===== src/rtl/pll_rst_seq_if.sv =====
// pll_rst_seq_if: lock interface between the PLL wrapper and the reset sequencer
interface pll_rst_seq_if #(parameter int NUM_RST = 3);
  logic               locked;
  logic               pll_rst;
  logic [NUM_RST-1:0] rst_n_out;
  logic               ready;
  logic               lock_lost;
  logic [7:0]         relock_cnt;
  modport master (input locked, output pll_rst, rst_n_out, ready, lock_lost, relock_cnt);
  modport slave (output locked, input pll_rst, rst_n_out, ready, lock_lost, relock_cnt);
endinterface


===== src/rtl/pll_rst_seq.sv =====
// pll_rst_seq: PLL reset pulsing, lock qualification and staged downstream reset release
module pll_rst_seq #(
  parameter int PLL_RST_CYCLES = 8,
  parameter int LOCK_TIMEOUT   = 4096,
  parameter int LOCK_STABLE    = 256,
  parameter int NUM_RST        = 3,
  parameter int STAGE_GAP      = 16
) (
  input logic            sys_clk,
  input logic            sys_rst_n,
  pll_rst_seq_if.master  bus
);
  localparam int CW = $clog2(PLL_RST_CYCLES + LOCK_TIMEOUT + LOCK_STABLE + STAGE_GAP);
  typedef enum logic [2:0] {S_PLL_RST, S_WAIT_LOCK, S_STABLE, S_RELEASE, S_RUN} state_t;
  state_t             state_q, state_d;
  logic [CW-1:0]      cnt_q, cnt_d;
  logic [1:0]         sync_q;
  logic               locked_s;
  logic               pll_rst_q, pll_rst_d;
  logic [NUM_RST-1:0] rst_q, rst_d;
  logic               ready_q, ready_d;
  logic               lost_q, lost_d;
  logic [7:0]         relock_q, relock_d;
  assign locked_s = sync_q[1];
  // two-flop synchroniser for the asynchronous PLL lock
  always_ff @(posedge sys_clk or negedge sys_rst_n)
    if (!sys_rst_n) sync_q <= '0;
    else sync_q <= {sync_q[0], bus.locked};
  // state, counter and registered outputs
  always_ff @(posedge sys_clk or negedge sys_rst_n)
    if (!sys_rst_n) begin
      state_q   <= S_PLL_RST;
      cnt_q     <= '0;
      pll_rst_q <= 1'b1;
      rst_q     <= '0;
      ready_q   <= 1'b0;
      lost_q    <= 1'b0;
      relock_q  <= '0;
    end else begin
      state_q   <= state_d;
      cnt_q     <= cnt_d;
      pll_rst_q <= pll_rst_d;
      rst_q     <= rst_d;
      ready_q   <= ready_d;
      lost_q    <= lost_d;
      relock_q  <= relock_d;
    end
  // next state and next output values; lock loss after release begins takes priority
  always_comb begin
    state_d   = state_q;
    cnt_d     = cnt_q + CW'(1);
    pll_rst_d = 1'b0;
    rst_d     = rst_q;
    ready_d   = ready_q;
    lost_d    = 1'b0;
    relock_d  = relock_q;
    case (state_q)
      S_PLL_RST: begin
        pll_rst_d = 1'b1;
        rst_d     = '0;
        ready_d   = 1'b0;
        if (cnt_q == CW'(PLL_RST_CYCLES - 1)) begin
          state_d   = S_WAIT_LOCK;
          cnt_d     = '0;
          pll_rst_d = 1'b0;
        end
      end
      S_WAIT_LOCK: begin
        rst_d   = '0;
        ready_d = 1'b0;
        if (locked_s) begin
          state_d = S_STABLE;
          cnt_d   = '0;
        end else if (cnt_q == CW'(LOCK_TIMEOUT - 1)) begin
          state_d   = S_PLL_RST;
          cnt_d     = '0;
          pll_rst_d = 1'b1;
        end
      end
      S_STABLE: begin
        if (!locked_s) begin
          state_d = S_WAIT_LOCK;
          cnt_d   = '0;
        end else if (cnt_q == CW'(LOCK_STABLE - 1)) begin
          state_d = S_RELEASE;
          cnt_d   = '0;
          rst_d   = NUM_RST'(1);
        end
      end
      S_RELEASE, S_RUN: begin
        if (!locked_s) begin
          state_d  = S_WAIT_LOCK;
          cnt_d    = '0;
          rst_d    = '0;
          ready_d  = 1'b0;
          lost_d   = 1'b1;
          relock_d = relock_q + 8'(relock_q != 8'hff);
        end else if (state_q == S_RELEASE && &rst_q) begin
          state_d = S_RUN;
          ready_d = 1'b1;
        end else if (state_q == S_RELEASE && cnt_q == CW'(STAGE_GAP - 1)) begin
          rst_d = (rst_q << 1) | NUM_RST'(1);
          cnt_d = '0;
        end
      end
      default: begin
        state_d = S_PLL_RST;
        cnt_d   = '0;
      end
    endcase
  end
  assign bus.pll_rst    = pll_rst_q;
  assign bus.rst_n_out  = rst_q;
  assign bus.ready      = ready_q;
  assign bus.lock_lost  = lost_q;
  assign bus.relock_cnt = relock_q;
endmodule


===== src/flat_wrapper.sv =====
// flat-port wrapper written by rule: the top's interface ports become plain ports
module pll_rst_seq_flat 
#(
  parameter int PLL_RST_CYCLES = 8,
  parameter int LOCK_TIMEOUT   = 4096,
  parameter int LOCK_STABLE    = 256,
  parameter int NUM_RST        = 3,
  parameter int STAGE_GAP      = 16
)
  (sys_clk, sys_rst_n, bus_locked, bus_pll_rst, bus_rst_n_out, bus_ready, bus_lock_lost, bus_relock_cnt);
  pll_rst_seq_if #(.NUM_RST(NUM_RST)) bus_i ();
  input logic sys_clk;
  input logic sys_rst_n;
  input wire logic [$bits(bus_i.locked)-1:0] bus_locked;
  output wire logic [$bits(bus_i.pll_rst)-1:0] bus_pll_rst;
  output wire logic [$bits(bus_i.rst_n_out)-1:0] bus_rst_n_out;
  output wire logic [$bits(bus_i.ready)-1:0] bus_ready;
  output wire logic [$bits(bus_i.lock_lost)-1:0] bus_lock_lost;
  output wire logic [$bits(bus_i.relock_cnt)-1:0] bus_relock_cnt;
  assign bus_i.locked = bus_locked;
  assign bus_pll_rst = bus_i.pll_rst;
  assign bus_rst_n_out = bus_i.rst_n_out;
  assign bus_ready = bus_i.ready;
  assign bus_lock_lost = bus_i.lock_lost;
  assign bus_relock_cnt = bus_i.relock_cnt;
  pll_rst_seq #(.PLL_RST_CYCLES(PLL_RST_CYCLES), .LOCK_TIMEOUT(LOCK_TIMEOUT), .LOCK_STABLE(LOCK_STABLE), .NUM_RST(NUM_RST), .STAGE_GAP(STAGE_GAP)) u_core (.sys_clk(sys_clk), .sys_rst_n(sys_rst_n), .bus(bus_i));
endmodule

===== config.mk =====
export PLATFORM = sky130hd
export DESIGN_NAME = pll_rst_seq_flat
export DESIGN_NICKNAME = d
export VERILOG_FILES = /design/src/rtl/pll_rst_seq_if.sv /design/src/rtl/pll_rst_seq.sv /design/src/flat_wrapper.sv
export SDC_FILE = /design/constraint.sdc
export NUM_CORES = 1
export LEC_CHECK = 0
export ABC_AREA = 1
export CAP_MARGIN = 15
export CORE_UTILIZATION = 50
export DETAILED_ROUTE_END_ITERATION = 10
export GPL_ROUTABILITY_DRIVEN = 1
export PLACE_DENSITY = 0.74
export SYNTH_ARGS = -nofsm -noshare
export SYNTH_HDL_FRONTEND = slang
export SYNTH_SLANG_ARGS = --single-unit

===== constraint.sdc =====
create_clock -name sys_clk -period 1.55 [get_ports sys_clk]
set_clock_uncertainty 0.05 [all_clocks]
set_input_delay 0.465 -clock sys_clk [delete_from_list [all_inputs] [get_ports sys_clk]]
set_output_delay 0.465 -clock sys_clk [all_outputs]
set_load 0.01 [all_outputs]

# Word-level counts from Yosys, hierarchy flattened
# Index checks and enable logic that the tools add are counted.
# Widths: inputs -> output; s select.
[word_totals]
regBits = 32
inputBits = 3
out_inout_bits = 14
word_cells = 72
[classes]
addsub = 2
eq_ne = 17
muxes = 32
bitwise = 1
n_reduce_logical = 12
[op_table]
columns = ["cell", "count"]
rows = [
  ["$mux 13", 8],
  ["$pmux 13 s4", 1],
  ["$mux 3", 12],
  ["$add 13x1->13 const B", 1],
  ["$eq 13x12->1 const B", 1],
  ["$eq 13x3->1 const B", 1],
  ["$eq 13x4->1 const B", 1],
  ["$eq 13x8->1 const B", 1],
  ["$ne 3x3->1 const B", 4],
  ["$pmux 3 s4", 1],
  ["$pmux 3 s3", 1],
  ["$add 8x1->8", 1],
  ["$ne 8x8->1 const B", 1],
  ["$mux 1", 7],
  ["$eq 3x2->1 const B", 2],
  ["$ne 2x1->1 const B", 3],
  ["$reduce_and 5->1", 1],
  ["$pmux 1 s2", 2],
  ["$reduce_and 2->1", 2],
  ["$reduce_and 4->1", 1],
  ["$reduce_or 2->1", 2],
  ["$eq 3x1->1 const B", 1],
  ["$eq 3x3->1 const B", 1],
  ["$logic_not 3->1", 1],
  ["6 further kinds", 7],
]

# Depth between registers and ports, before layout
[logic_depth]
ltp_word = 6
mapped_depth = 12
ltp_nobuf = 12

# Least setup slack after synthesis
# OpenSTA, ideal clock, no wires.
[synth_path]
path_kind = "register to register"
start = "reg u_core.relock_q[3] (netlist: u_core.bus.relock_cnt[3])"
end = "reg u_core.relock_q[4] (netlist: u_core.bus.relock_cnt[4])"
setup_time_ns = 0.128
arrival_ns = 1.484
t_required_ns = 1.372
setup_slack_ns = -0.112
path_stages_with_launch = 10
n_path_buf = 0
synth_period_minus_slack_ns = 1.662
path_cell_list = "dfrtp_1 > nand2_1 > nor2_1 > nand3_1 > nand3b_1 > ha_1 > ha_1 > inv_1 > nor3_2 > xor2_1"
[synth_via]
elab_chain_cells = 2
[synth_lines]
columns = ["element", "line_no", "text"]
rows = [
  ["start: declaration", "pll_rst_seq.sv:23", "logic [7:0] relock_q, relock_d;"],
  ["start signal: assignment", "pll_rst_seq.sv:46", "relock_q <= relock_d;"],
  ["$ne 8x8->1", "pll_rst_seq.sv:97", "relock_d = relock_q + 8'(relock_q != 8'hff);"],
  ["$add 8x1->8 *", "pll_rst_seq.sv:97", ""],
]
# Every way passes the cells marked *; elsewhere a longest branch is shown, timed or not.
# A chain may end at the register's enable or synchronous reset.

# Final worst setup path
[layout_path]
start = "reg u_core.relock_q[4] (netlist: u_core.bus.relock_cnt[4])"
end = "reg u_core.relock_q[6] (netlist: u_core.bus.relock_cnt[6])"
# Same word-level chain as after synthesis.

==> run summary <==
Status - finished with violations
Failing checks - negative setup slack
Flop2flop setup slack - -0.17 ns
Slew Viols, Final - 0
Die Wd - 60.38 um
Synth Cell Area - 1704 um^2
Via density - 5.142
Top delay family on crit path - simple AND/OR/NAND/NOR gates
Period utilization - 1.113
Sequential area share after synthesis - 0.4706
Skew-Pair Late Insertion Delay - 0.34 ns
M1 GR Usage - 0.2828
Post-synthesis cell count - 218
Ys Warns - 0
Critical path required time - 1.76 ns
Num rows - 20
Fin nets - 285
Clock power share - 0.163
Die Y - 60.38 um
Post-Place Setup Slack - -0.09656 ns
DP HPWL - 2743 um
CP max FO - 2
Fin util - 0.7865
Hold Path Class - flip-flop to flip-flop
CTS buffer count - 5
Crit path DAT - 1.94 ns
Cells along the critical path - buf_6 > nand2_2 > nor2_2 > nand3_1 > nand3b_1 > ha_2 > ha_2 > inv_2 > nor2_4 > nand2_1 > xnor2_1
Post-route setup slack - -0.1744 ns
Hold Crit Start - u_core.sync_q[0]
Reg power frac - 0.360
CTS tree - yes
Met2 Usage GRT - 0.4066
Vias in the first global route - 1508
Wire per inst - 13.54 um
Endpoint class of the critical path - flip-flop
CP bufs+invs - 2
Die Area - 3646 um^2
Crit-path max cell delay - 0.39 ns
Filler cell count - 210
RSZ-0062 raised after global routing - true
Post-route minimum period - 1.724 ns
Antenna violations before repair - 0
CTS root buf - clkbuf_4
Cell internal pwr - 1.891 mW
Post-route ant nets - 0
Hold_buf cts - 0
Longest Clk Path Bufs - 2
Global Route Usage Sum - 0.2357
Placed insts - 304
Final WL - 4386 um
Hold WS - 0.2986 ns
Avg Cell Area, Syn - 7.817 um^2
Gr ovfl total - 0
Boundary Pins - 17
Multi-input gate area - 963.4 um^2
Final Setup Violations - 21
Max_slew headroom - 0.8052
Max cap viols - 0
Pin count of the biggest net entering global routing - 21
Seq cells post-synth - 32
Gr busiest metal - met2
Clock sinks - 32
Sink of the worst hold path - u_core.sync_q[1]
H-Tree Depth - 2
ANT cells - 0
Setup TNS - -1.995 ns
Grt met3 use - 0.07249
First-pass GRT wire length - 6237 um
VDD IR max - 935.9 uV
Area delta synth->final - 45.52%
Sw Share - 0.3840
Leak - 1.175 nW
Clk pin slew, worst setup/hold paths - 0.10 ns
CORE AREA - 3153 um^2
Worst reg2reg startpoint - u_core.bus.relock_cnt[4]
Slew @ Worst Pin - 0.2913 ns
Final Non-Filler Cells - 324
Starting Density - 0.5405
Setup crit start kind - flip-flop
CP max-delay cell - dfrtp_1
Pwr Density - 1238 nW/um^2
Combinational share of power - 0.477
Crit Reg-Reg Endpoint - u_core.bus.relock_cnt[6]
Netlist cell types - 24
Gp weighted congestion - 0.8202
Register area - 804.5 um^2
Crit Path Class - flip-flop to flip-flop
DRT iter0 DRCs - 84
IO buf count - 16
Syn nets - 224
Hold Crit Depth - 0
NetSw - 1.179 mW
Final Hold Viols - 0
Crit-path most repeated cell - ha_2
Layout cell share with drive strength beyond 1 - 0.4214
Reg2Reg Depth - 11
DRC Markers - 0
Fmax - 579.9 MHz
DR vias - 1666
Drt pass-1 iters - 4
## cells in the final DEF (no fill, tap or decap), types with 2 or more instances in the layout
master,Yosys,layout
nand4_1,2,2
nand3_4,0,2
buf_6,1,5
dfrtp_1,31,29
clkdlybuf4s50_1,0,2
nor2_4,3,9
nand3_2,2,5
inv_2,5,7
o21ai_0,14,9
nand3_1,18,13
nor2_1,30,13
dlygate4sd2_1,0,3
buf_4,0,34
a21oi_1,4,4
nand2_1,56,47
clkbuf_2,0,2
dfrtp_2,0,2
clkbuf_4,0,5
clkbuf_1,1,2
nand2_2,5,13
o21ai_1,0,2
xor2_1,3,3
inv_1,23,21
o21bai_1,2,2
o211ai_1,3,3
nor2_2,6,17
buf_2,0,2
buf_12,0,2
o21ai_2,0,3
ha_2,0,2
clkdlybuf4s15_1,0,5
## worst register-to-register path: stages (launching register included)
cell,delay [ns]
dfrtp_1,0.39
buf_6,0.12
nand2_2,0.04
nor2_2,0.12
nand3_1,0.07
nand3b_1,0.16
ha_2,0.19
ha_2,0.18
inv_2,0.09
nor2_4,0.05
nand2_1,0.08
xnor2_1,0.12
## synth_stat cells, drive strengths merged
cell / n / area share
a21oi: 4 / 0.012
buf: 1 / 0.0066
clkbuf: 1 / 0.0022
dfrtp: 31 / 0.46
dfstp: 1 / 0.015
ha: 3 / 0.022
inv: 28 / 0.062
nand2: 61 / 0.14
nand3: 20 / 0.065
nand3b: 1 / 0.0044
nand4: 2 / 0.0073
nor2: 39 / 0.11
nor3: 1 / 0.0059
o211ai: 3 / 0.013
o21ai: 14 / 0.041
o21bai: 2 / 0.0088
o31ai: 1 / 0.0044
xnor2: 2 / 0.010
xor2: 3 / 0.015
## final cells by class
| class | instances | share of cell area |
|---|---|---|
| Clock buffer | 8 | 0.02371 |
| Inverter | 28 | 0.04238 |
| Multi-Input combinational cell | 156 | 0.3885 |
| Sequential cell | 32 | 0.3244 |
| Tap cell | 44 | 0.02220 |
| Timing Repair Buffer | 56 | 0.1988 |
## sequential cells by signal (all words and copies together) (netlist names)
name	flops
u_core.bus.pll_rst	1
u_core.bus.relock_cnt	8
u_core.bus.lock_lost	1
u_core.state_q	3
u_core.bus.ready	1
u_core.sync_q	2
u_core.cnt_q	13
u_core.bus.rst_n_out	3
## stage by stage
| stage | total power, mW | cell area, um^2 |
|---|---|---|
| after floorplan | 1.662 | 1709 |
| after global placement | 2.102 | 2145 |
| after detailed placement | 2.136 | 2145 |
| after CTS | 2.680 | 2262 |
| after global routing | 3.256 | 2480 |
| final | 3.070 | 2480 |
## worst max path at each step
stage                              from                       end  slack [ns]  cells after the start
2_1_floorplan  u_core.bus.relock_cnt[2]  u_core.bus.relock_cnt[2]       -0.04                      9
3_3_place_gp   u_core.bus.relock_cnt[4]  u_core.bus.relock_cnt[7]       -0.03                     12
3_5_place_dp   u_core.bus.relock_cnt[2]  u_core.bus.relock_cnt[7]        -0.1                     12
4_1_cts        u_core.bus.relock_cnt[4]  u_core.bus.relock_cnt[7]       -0.17                     13
5_1_grt        u_core.bus.relock_cnt[4]  u_core.bus.relock_cnt[6]       -0.31                     11
6_report       u_core.bus.relock_cnt[4]  u_core.bus.relock_cnt[6]       -0.17                     11
## what timing repair did
item | 4_1_cts | 5_1_grt
setup buffers | 6 | 5
pin swaps | 2 | 21
endpoints found under the setup margin | 38 | 36
gates cloned | 0 | 1
resized for setup | 41 | 53
## power by group through the flow
stage | clock network (mW) | logic (mW) | registers, mW
after global routing | 0.545 | 1.58 | 1.13
after floorplan | 0 | 0.539 | 1.12
after CTS | 0.512 | 1.11 | 1.06
final | 0.500 | 1.46 | 1.11
after detailed placement | 0 | 1.03 | 1.10
after global placement | 0 | 1.01 | 1.10
## layer usage
layer,routed length [um],vias to the layer above
met5,0,-
met4,90,0
met3,200,11
met2,2200,39
met1,1895,803
li1,-,813
## cell families (layout without fill, tap and decap cells)
logic type               Yosys count  in the layout  share of synthesized area
XOR/XNOR                           5              5                    0.02570
buffers and inverters             30             92                    0.07048
flip-flops                        32             32                     0.4706
AO/OA/AOI/OAI                     24             24                    0.07930
adder cells (fa/ha/maj)            3              3                    0.02203
AND/OR/NAND/NOR                  124            124                     0.3319
Power figures use the tool's default switching activity.
